$ cat src/rtl/mem_stage.sv
// Pipeline MEM stage: passes ALU results through and runs loads/stores as
// 1/2/4 little-endian byte accesses over a shared byte-wide RAM port.
`ifndef MEM_STAGE_DEFINES
`define MEM_STAGE_DEFINES
`define OpCodeLen 8
`define MEM_NOP   8'h00
`define EX_LB     8'h20
`define EX_LH     8'h21
`define EX_LW     8'h22
`define EX_LBU    8'h23
`define EX_LHU    8'h24
`define EX_SB     8'h25
`define EX_SH     8'h26
`define EX_SW     8'h27
`endif

module mem_stage (
  input  logic                  clk,
  input  logic                  rst,
  input  logic [`OpCodeLen-1:0] aluop_i,
  input  logic [4:0]            rd_addr_i,
  input  logic                  rd_enable_i,
  input  logic [31:0]           data_i,
  input  logic [31:0]           mem_addr_i,
  input  logic                  mem_gnt,
  input  logic [7:0]            mem_din,
  output logic                  mem_req,
  output logic [31:0]           mem_a,
  output logic [7:0]            mem_dout,
  output logic                  mem_wr,
  output logic [4:0]            rd_addr_o,
  output logic                  rd_enable_o,
  output logic [31:0]           wb_data_o,
  output logic                  stall_req
);

  typedef enum logic [1:0] {
    IDLE   = 2'd0,
    ACCESS = 2'd1,
    WAIT   = 2'd2,
    DONE   = 2'd3
  } state_t;

  function automatic logic is_load(input logic [`OpCodeLen-1:0] op);
    case (op)
      `EX_LB, `EX_LH, `EX_LW, `EX_LBU, `EX_LHU: is_load = 1'b1;
      default:                                  is_load = 1'b0;
    endcase
  endfunction

  function automatic logic is_store(input logic [`OpCodeLen-1:0] op);
    case (op)
      `EX_SB, `EX_SH, `EX_SW: is_store = 1'b1;
      default:                is_store = 1'b0;
    endcase
  endfunction

  // Index of the last byte of the access (N-1).
  function automatic logic [1:0] last_idx(input logic [`OpCodeLen-1:0] op);
    case (op)
      `EX_LB, `EX_LBU, `EX_SB: last_idx = 2'd0;
      `EX_LH, `EX_LHU, `EX_SH: last_idx = 2'd1;
      default:                 last_idx = 2'd3;
    endcase
  endfunction

  function automatic logic [31:0] extend(input logic [`OpCodeLen-1:0] op,
                                         input logic [31:0] b);
    case (op)
      `EX_LB:  extend = {{24{b[7]}}, b[7:0]};
      `EX_LH:  extend = {{16{b[15]}}, b[15:0]};
      `EX_LBU: extend = {24'd0, b[7:0]};
      `EX_LHU: extend = {16'd0, b[15:0]};
      default: extend = b;
    endcase
  endfunction

  state_t      state_r, next_state_s;
  logic [1:0]  cnt_r, next_cnt_s;
  logic [31:0] buf_r, next_buf_s;
  logic        load_s, store_s, mem_op_s;

  assign load_s   = is_load(aluop_i);
  assign store_s  = is_store(aluop_i);
  assign mem_op_s = load_s | store_s;

  // State, byte counter and load buffer registers.
  always_ff @(posedge clk) begin
    if (!rst) begin
      state_r <= IDLE;
      cnt_r   <= 2'd0;
      buf_r   <= 32'd0;
    end else begin
      state_r <= next_state_s;
      cnt_r   <= next_cnt_s;
      buf_r   <= next_buf_s;
    end
  end

  // Next-state logic; load bytes arrive one cycle after their address.
  always_comb begin
    next_state_s = state_r;
    next_cnt_s   = cnt_r;
    next_buf_s   = buf_r;
    case (state_r)
      IDLE: begin
        if (mem_op_s && mem_gnt) begin
          next_state_s = ACCESS;
          next_cnt_s   = 2'd0;
        end else begin
          next_state_s = IDLE;
        end
      end
      ACCESS: begin
        if (load_s && (cnt_r != 2'd0)) begin
          next_buf_s[{cnt_r - 2'd1, 3'b000} +: 8] = mem_din;
        end else begin
          next_buf_s = buf_r;
        end
        if (cnt_r == last_idx(aluop_i)) begin
          next_state_s = store_s ? DONE : WAIT;
        end else begin
          next_cnt_s = cnt_r + 2'd1;
        end
      end
      WAIT: begin
        next_buf_s[{last_idx(aluop_i), 3'b000} +: 8] = mem_din;
        next_state_s = DONE;
      end
      DONE: begin
        next_state_s = IDLE;
      end
      default: begin
        next_state_s = IDLE;
      end
    endcase
  end

  // Output decode; everything is held low while reset is asserted.
  always_comb begin
    mem_req     = 1'b0;
    mem_a       = 32'd0;
    mem_dout    = 8'd0;
    mem_wr      = 1'b0;
    rd_addr_o   = 5'd0;
    rd_enable_o = 1'b0;
    wb_data_o   = 32'd0;
    stall_req   = 1'b0;
    if (rst) begin
      rd_addr_o = rd_addr_i;
      case (state_r)
        IDLE: begin
          if (mem_op_s) begin
            stall_req = 1'b1;
            mem_req   = 1'b1;
          end else begin
            wb_data_o   = data_i;
            rd_enable_o = rd_enable_i;
          end
        end
        ACCESS: begin
          stall_req = 1'b1;
          mem_req   = 1'b1;
          mem_a     = mem_addr_i + {30'd0, cnt_r};
          if (store_s) begin
            mem_wr   = 1'b1;
            mem_dout = data_i[{cnt_r, 3'b000} +: 8];
          end else begin
            mem_wr   = 1'b0;
          end
        end
        WAIT: begin
          stall_req = 1'b1;
          mem_req   = 1'b1;
        end
        DONE: begin
          if (load_s) begin
            wb_data_o   = extend(aluop_i, buf_r);
            rd_enable_o = rd_enable_i;
          end else begin
            wb_data_o   = 32'd0;
            rd_enable_o = 1'b0;
          end
        end
        default: begin
          stall_req = 1'b0;
        end
      endcase
    end else begin
      rd_addr_o = 5'd0;
    end
  end

endmodule

$ cat config.mk
export PLATFORM = sky130hd
export DESIGN_NAME = mem_stage
export DESIGN_NICKNAME = d
export VERILOG_FILES = /design/src/rtl/mem_stage.sv
export SDC_FILE = /design/constraint.sdc
export NUM_CORES = 1
export LEC_CHECK = 0
export BUFFER_PORTS_ARGS = -buffer_cell sky130_fd_sc_hd__buf_2
export CAP_MARGIN = 20
export CORE_UTILIZATION = 43
export CTS_CLUSTER_SIZE = 16
export DETAILED_ROUTE_END_ITERATION = 8
export GPL_ROUTABILITY_DRIVEN = 0
export GPL_TIMING_DRIVEN = 1
export PLACE_DENSITY_LB_ADDON = 0.05
export SLEW_MARGIN = 30
export SYNTH_ARGS = -nofsm -noshare
export SYNTH_HDL_FRONTEND = slang
export SYNTH_SLANG_ARGS = --single-unit
$ cat constraint.sdc
create_clock -name clk -period 2.51 [get_ports clk]
set_input_delay 0.3765 -clock clk [delete_from_list [all_inputs] [get_ports clk]]
set_output_delay 0.3765 -clock clk [all_outputs]
set_load 0.01 [all_outputs]
==> results of run 1 <==
==> kinds of logic (layout without fill, tap and decap cells) <==
| logic type | count (synthesis) | after routing |
|---|---|---|
| AO/OA/AOI/OAI | 112 | 112 |
| buffers and inverters | 44 | 217 |
| multiplexers | 19 | 19 |
| AND/OR/NAND/NOR | 261 | 261 |
| flip-flops | 36 | 36 |
| adder cells (fa/ha/maj) | 12 | 12 |
| XOR/XNOR | 26 | 26 |
==> cell type report <==
type                    instances  area (µm²)
flip-flops and latches         36         726
clock inverters                 3        46.3
inverters                       9        33.8
multi-input cells             430        2830
well taps                     105         131
fillers                       837        3280
repair buffers                200        1100
clock buffers                   5        68.8
==> layer usage <==
| layer | GRT usage | wire, µm | share of wire | vias to the layer above |
|---|---|---|---|---|
| met2 | 0.471 | 5890 | 0.47 | 187 |
| met1 | 0.373 | 5680 | 0.45 | 2064 |
| met4 | 0.0603 | 133 | 0.011 | 0 |
| met5 | 0 | 0 | 0 | - |
| li1 | - | - | - | 2170 |
| met3 | 0.0348 | 806 | 0.064 | 14 |
==> synth_stat cells (10+ instances only) <==
library cell	number	area, µm²
nor2b_1	17	106
nand2_1	91	342
ha_1	11	138
nand4_1	12	75.1
and3_1	10	62.6
clkbuf_1	20	75.1
nand3_1	35	175
nor2_1	39	146
xor2_1	14	123
xnor2_1	11	96.3
mux2i_1	10	100
o22ai_1	10	62.6
dfxtp_1	36	721
o21ai_0	38	190
a21oi_1	29	145
==> per-stage QoR <==
| stage | utilization | cell area (µm²) | hold slack [ns] | setup TNS (ns) |
|---|---|---|---|---|
| 2_1_floorplan | - | 3640 | 0.435 | 0 |
| 3_3_place_gp | 0.571 | 4690 | 0.444 | 0 |
| 3_5_place_dp | 0.571 | 4690 | 0.453 | 0 |
| 4_1_cts | 0.588 | 4830 | 0.354 | 0 |
| 5_1_grt | 0.600 | 4930 | 0.357 | -0.185 |
| 6_report | 0.600 | 4930 | 0.358 | 0 |
==> repair_timing <==
item,CTS,global route
buffers inserted,1,1
gates resized for setup,3,21
pin swaps,1,5
setup endpoints to repair,8,33
==> state kept, by name, summed over array words and instances, names as in the netlist <==
signal	flops
state_r	2
buf_r	32
cnt_r	2
==> tightest hold or removal path: stages <==
cell and delay [ns]:
buf_2 0.13, nand2_1 0.05, o21ai_0 0.06
==> power by group <==
group	switching, mW	internal [mW]	leakage [nW]
Clock	0.236	0.299	0.0548
Combinational	0.204	0.151	1.84
Sequential	0.000628	0.570	0.291
Total	0.440	1.02	2.19
==> worst max path at each step <==
stage,from,to,slack (ns),cells past startpoint
after floorplan,cnt_r[0],mem_a[22],0.02,7
after global placement,mem_addr_i[0],mem_a[12],0.11,10
after detailed placement,mem_addr_i[10],mem_a[29],0.08,7
after CTS,cnt_r[0],mem_a[12],0.002,9
after global routing,cnt_r[0],mem_a[22],-0.07,9
final,cnt_r[0],mem_a[24],0.07,9
==> out/metrics.cfg, run 1 <==
[run_status]
status = completed

[route]
first_pass_iters = 7
ant_nets = 0
wl_um = 12500
drc_errors = 0
drt_iter0_markers = 283
vias = 4435
wl_per_cell_um = 15.9
viasPerCell = 5.63

[synthesis]
synth_compound_area_frac = 0.195
ys_seq_area_frac = 0.198
synthMuxAreaShare = 0.0807
syn_area_um2 = 3640
synthAdderAreaFrac = 0.0433
syn-num-nets = 611
ys_async_sr_fraction = 0
synth_xor_area_frac = 0.0646
syn_inst = 510
ys_warn_count = 0
synth_top_family_by_area = simple AND/OR/NAND/NOR gates
synth_simple_gate_area_frac = 0.366
synth_flop_cell = dfxtp_1
synth-edff-count = 0
ys_ff_latch = 36
synth.distinct_cells = 61
syn_area_per_cell_um2 = 7.14

[timing]
slew-limit-headroom = 0.485
fmax_mhz = 410
finalCritPeriodShare = 0.972
tightest_slew_ns = 0.762
setup_ws_ns = 0.0696
rsz0062_at_grt = true
hold_viol_final = 0
drv_slew = 0
setup_violations = 0
finalCriticalPeriod_ns = 2.44
fin_skew_ns = 0.0129

[cells_and_area]
final_common_cell = buf_2
area_delta_synth_final_pct = 35.4
diodes = 0
nets = 783
fin_cells = 788
most-common-layout-cells = 169 x buf_2, 91 x nand2_1, 38 x nor2_1, 38 x o21ai_0, 34 x dfxtp_1
drive_gt1_frac = 0.360

[worst_setup_path]
crit_type = reg -> out
cpPeakStageDelay_ns = 0.36
ff2ff_path_depth = 8
required_ns = 2.13
path_buf_inv = 2
r2r_start = cnt_r[0]
crit_top_cell = nand4_1
cp_cell_sequence = ha_4 -> fa_2 -> nand4_1 -> nor4_2 -> buf_4 -> nand4_1 -> xor2_1 -> nor2_1 -> buf_2
r2r_slack_ns = 0.23
cp_slowest_cell = dfxtp_2
cp.arrival_ns = 2.06
critPathCaptureType = output port
worstSetupStartpointType = flip-flop
worstReg2RegEnd = buf_r[4]
cp_top_family = simple AND/OR/NAND/NOR gates
path_max_fanout = 6

[global_routing]
grt_pass1_vias = 3985
grt-ovfl-total = 0
grt_max_degree = 40
grt_pass1_wl_um = 19300
antenna_found_initial = 0
grt_usage = 0.278

[clocking]
clkSlewWorstSetupHoldPaths_ns = 0.09
ctsHoldBuffers = 0
cts_tree = done
cts_buffers = 5
worstSkewPairLatency_ns = 0.30
cts.sinks = 36
clk_path_buf_depth = 2
htree_levels = 2
cts_root_buf = clkbuf_8

[power]
vdd_drop_max_v = 0.000216
total_leakage_power_nw = 2.19
power_mw = 1.46
pwr_density_cell_nw_per_um2 = 296

[min_path]
worstHoldPathCells = 3
min-delay-start = mem_din[7]
hold_end = buf_r[15]
min_path_type = in -> reg

[floorplan]
coreArea_um2 = 8220
num_io_pins = 170
dieHeight_um = 94.1
fp-row-count = 33
die_area_um2 = 8850
initial_core_util = 0.443
dieWidth_um = 94.1

[placed_design]
port-buffer-count = 169
hpwl_um = 9680
dp_cells = 778
dp_slack_ns = 0.0769

[run]
cap_violations = 0

Power figures use the tool's default switching activity.
==> inputs of run 2 (changes only) <==
- CORE_UTILIZATION: 43 -> 35
==> run 2 against run 1 <==
- sequential share of layout area down 0.28 points
- fmax down 1.8%
- largest power group unchanged
- largest cell class unchanged
- cell area up 2.0%
- critical path depth shrank 2
- critical endpoint is now mem_a[29]
==> out/metrics.cfg, run 2 (synthesis results as in run 1) <==
[run_status]
status = completed

[route]
ant_nets = 0
first_pass_iters = 4
drt_iter0_markers = 265
vias = 4374
wl_um = 13500
drc_errors = 0
wl_per_cell_um = 16.5
viasPerCell = 5.34

[cells_and_area]
diodes = 0
multi_input_area_um2 = 2850
final_common_cell = buf_2
largest_register_ffs = 32
postLayoutCoreUtil = 0.508
nets = 786
fillers = 1039
regArea_um2 = 726
most-common-layout-cells = 169 x buf_2, 91 x nand2_1, 38 x nor2_1
top_register = buf_r
drive_gt1_frac = 0.363
area_delta_synth_final_pct = 38.0
reg.largest.list = buf_r: 32 flops, cnt_r: 2 flops, state_r: 2 flops

[global_routing]
use_met2 = 0.432
top_usage_layer = met2
antenna_found_initial = 0
grt_usage = 0.246
grt_pass1_vias = 4205
grt_use_met1 = 0.321
grt_pass1_wl_um = 21700
grt-ovfl-total = 0
grt_max_degree = 38
use_met3 = 0.0313

[clocking]
htree_levels = 2
clk_path_buf_depth = 2
cts_tree = done
cts_root_buf = clkbuf_8
cts.sinks = 36
clkSlewWorstSetupHoldPaths_ns = 0.08
worstSkewPairLatency_ns = 0.30
cts_buffers = 5

[timing]
finalCritPeriodShare = 0.990
fin_skew_ns = 0.00539
fmax_mhz = 402
tightest_slew_ns = 0.819
hold_viol_final = 0
slew-limit-headroom = 0.447
hold_ws_ns = 0.379
drv_slew = 0
finalCriticalPeriod_ns = 2.49
rsz0062_at_grt = true
setup_violations = 0

[power]
total_leakage_power_nw = 2.21
pwr_density_cell_nw_per_um2 = 290
clock_power_share = 0.363
combPwrFrac = 0.245
p_seq_frac = 0.391
vdd_drop_max_v = 0.000212
switching_share = 0.302
p_int_mw = 1.02
switchingPower_mw = 0.441

[floorplan]
die_area_um2 = 10800
dieHeight_um = 104
initial_core_util = 0.368
num_io_pins = 170
dieWidth_um = 104
coreArea_um2 = 9910
fp-row-count = 36

[run]
cap_violations = 0

[worst_setup_path]
startpoint = cnt_r[1]
critPathCaptureType = output port
worstSetupStartpointType = flip-flop
path_max_fanout = 4
crit_type = reg -> out
cp.arrival_ns = 2.11
required_ns = 2.13
r2r_start = cnt_r[0]

[placed_design]
port-buffer-count = 169
hpwl_um = 10500

[min_path]
min_path_type = in -> reg
min-delay-start = mem_din[2]

## run 2: final timing paths
| check | slack [ns] | end | cells past startpoint |
|---|---|---|---|
| hold / removal | 0.38 | buf_r[26] | 3 |
| setup reg to reg | 0.33 | buf_r[6] | 9 |
| hold reg to reg | 0.46 | buf_r[26] | 2 |
| setup / recovery | 0.02 | mem_a[29] | 7 |
## run 2: cell type report
cell class	instances	area share
clock buffers	6	0.0144
well taps	133	0.0331
repair buffers	203	0.227
inverters	9	0.00672
clock inverters	2	0.00697
flip-flops and latches	36	0.144
multi-input cells	430	0.567
## run 2: critical path, cell delays in order, from the launching register on
cell,delay [ns]
dfxtp_4,0.36
ha_4,0.27
a21oi_4,0.07
nor2_4,0.12
nand4_1,0.20
or4_1,0.56
o21ai_1,0.09
buf_2,0.14
## run 2: power by group through the flow
stage | Combinational [mW] | Sequential (mW) | Clock (mW)
after floorplan | 0.165 | 0.585 | 0
after global placement | 0.345 | 0.585 | 0
after detailed placement | 0.347 | 0.585 | 0
after CTS | 0.350 | 0.572 | 0.540
after global routing | 0.391 | 0.571 | 0.560
final | 0.358 | 0.571 | 0.530
## run 2: through the flow
stage          setup TNS, ns  worst slack [ns]  instance area [µm²]  std cells  total power [mW]
2_1_floorplan              0            0.0171                 3640        510             0.751
3_3_place_gp               0             0.107                 4740        806             0.931
3_5_place_dp               0            0.0646                 4740        806             0.933
4_1_cts                    0           0.00647                 4890        815              1.46
5_1_grt               -0.354           -0.0875                 5030        819              1.52
6_report                   0            0.0249                 5030        819              1.46
## run 2: what timing repair did
action | in CTS | in global routing
hold buffers | 0 | 0
pin swaps | 1 | 7
gates resized for setup | 7 | 20
setup endpoints to repair | 14 | 34
endpoints found under the hold margin | 0 | 0
setup buffers | 1 | 4
## run 2: metal layers
| layer | up-vias | share of wire |
|---|---|---|
| li1 | 2175 | - |
| met1 | 2067 | 0.45 |
| met2 | 128 | 0.49 |
| met3 | 4 | 0.052 |
| met4 | 0 | 0.0061 |
| met5 | - | 0 |
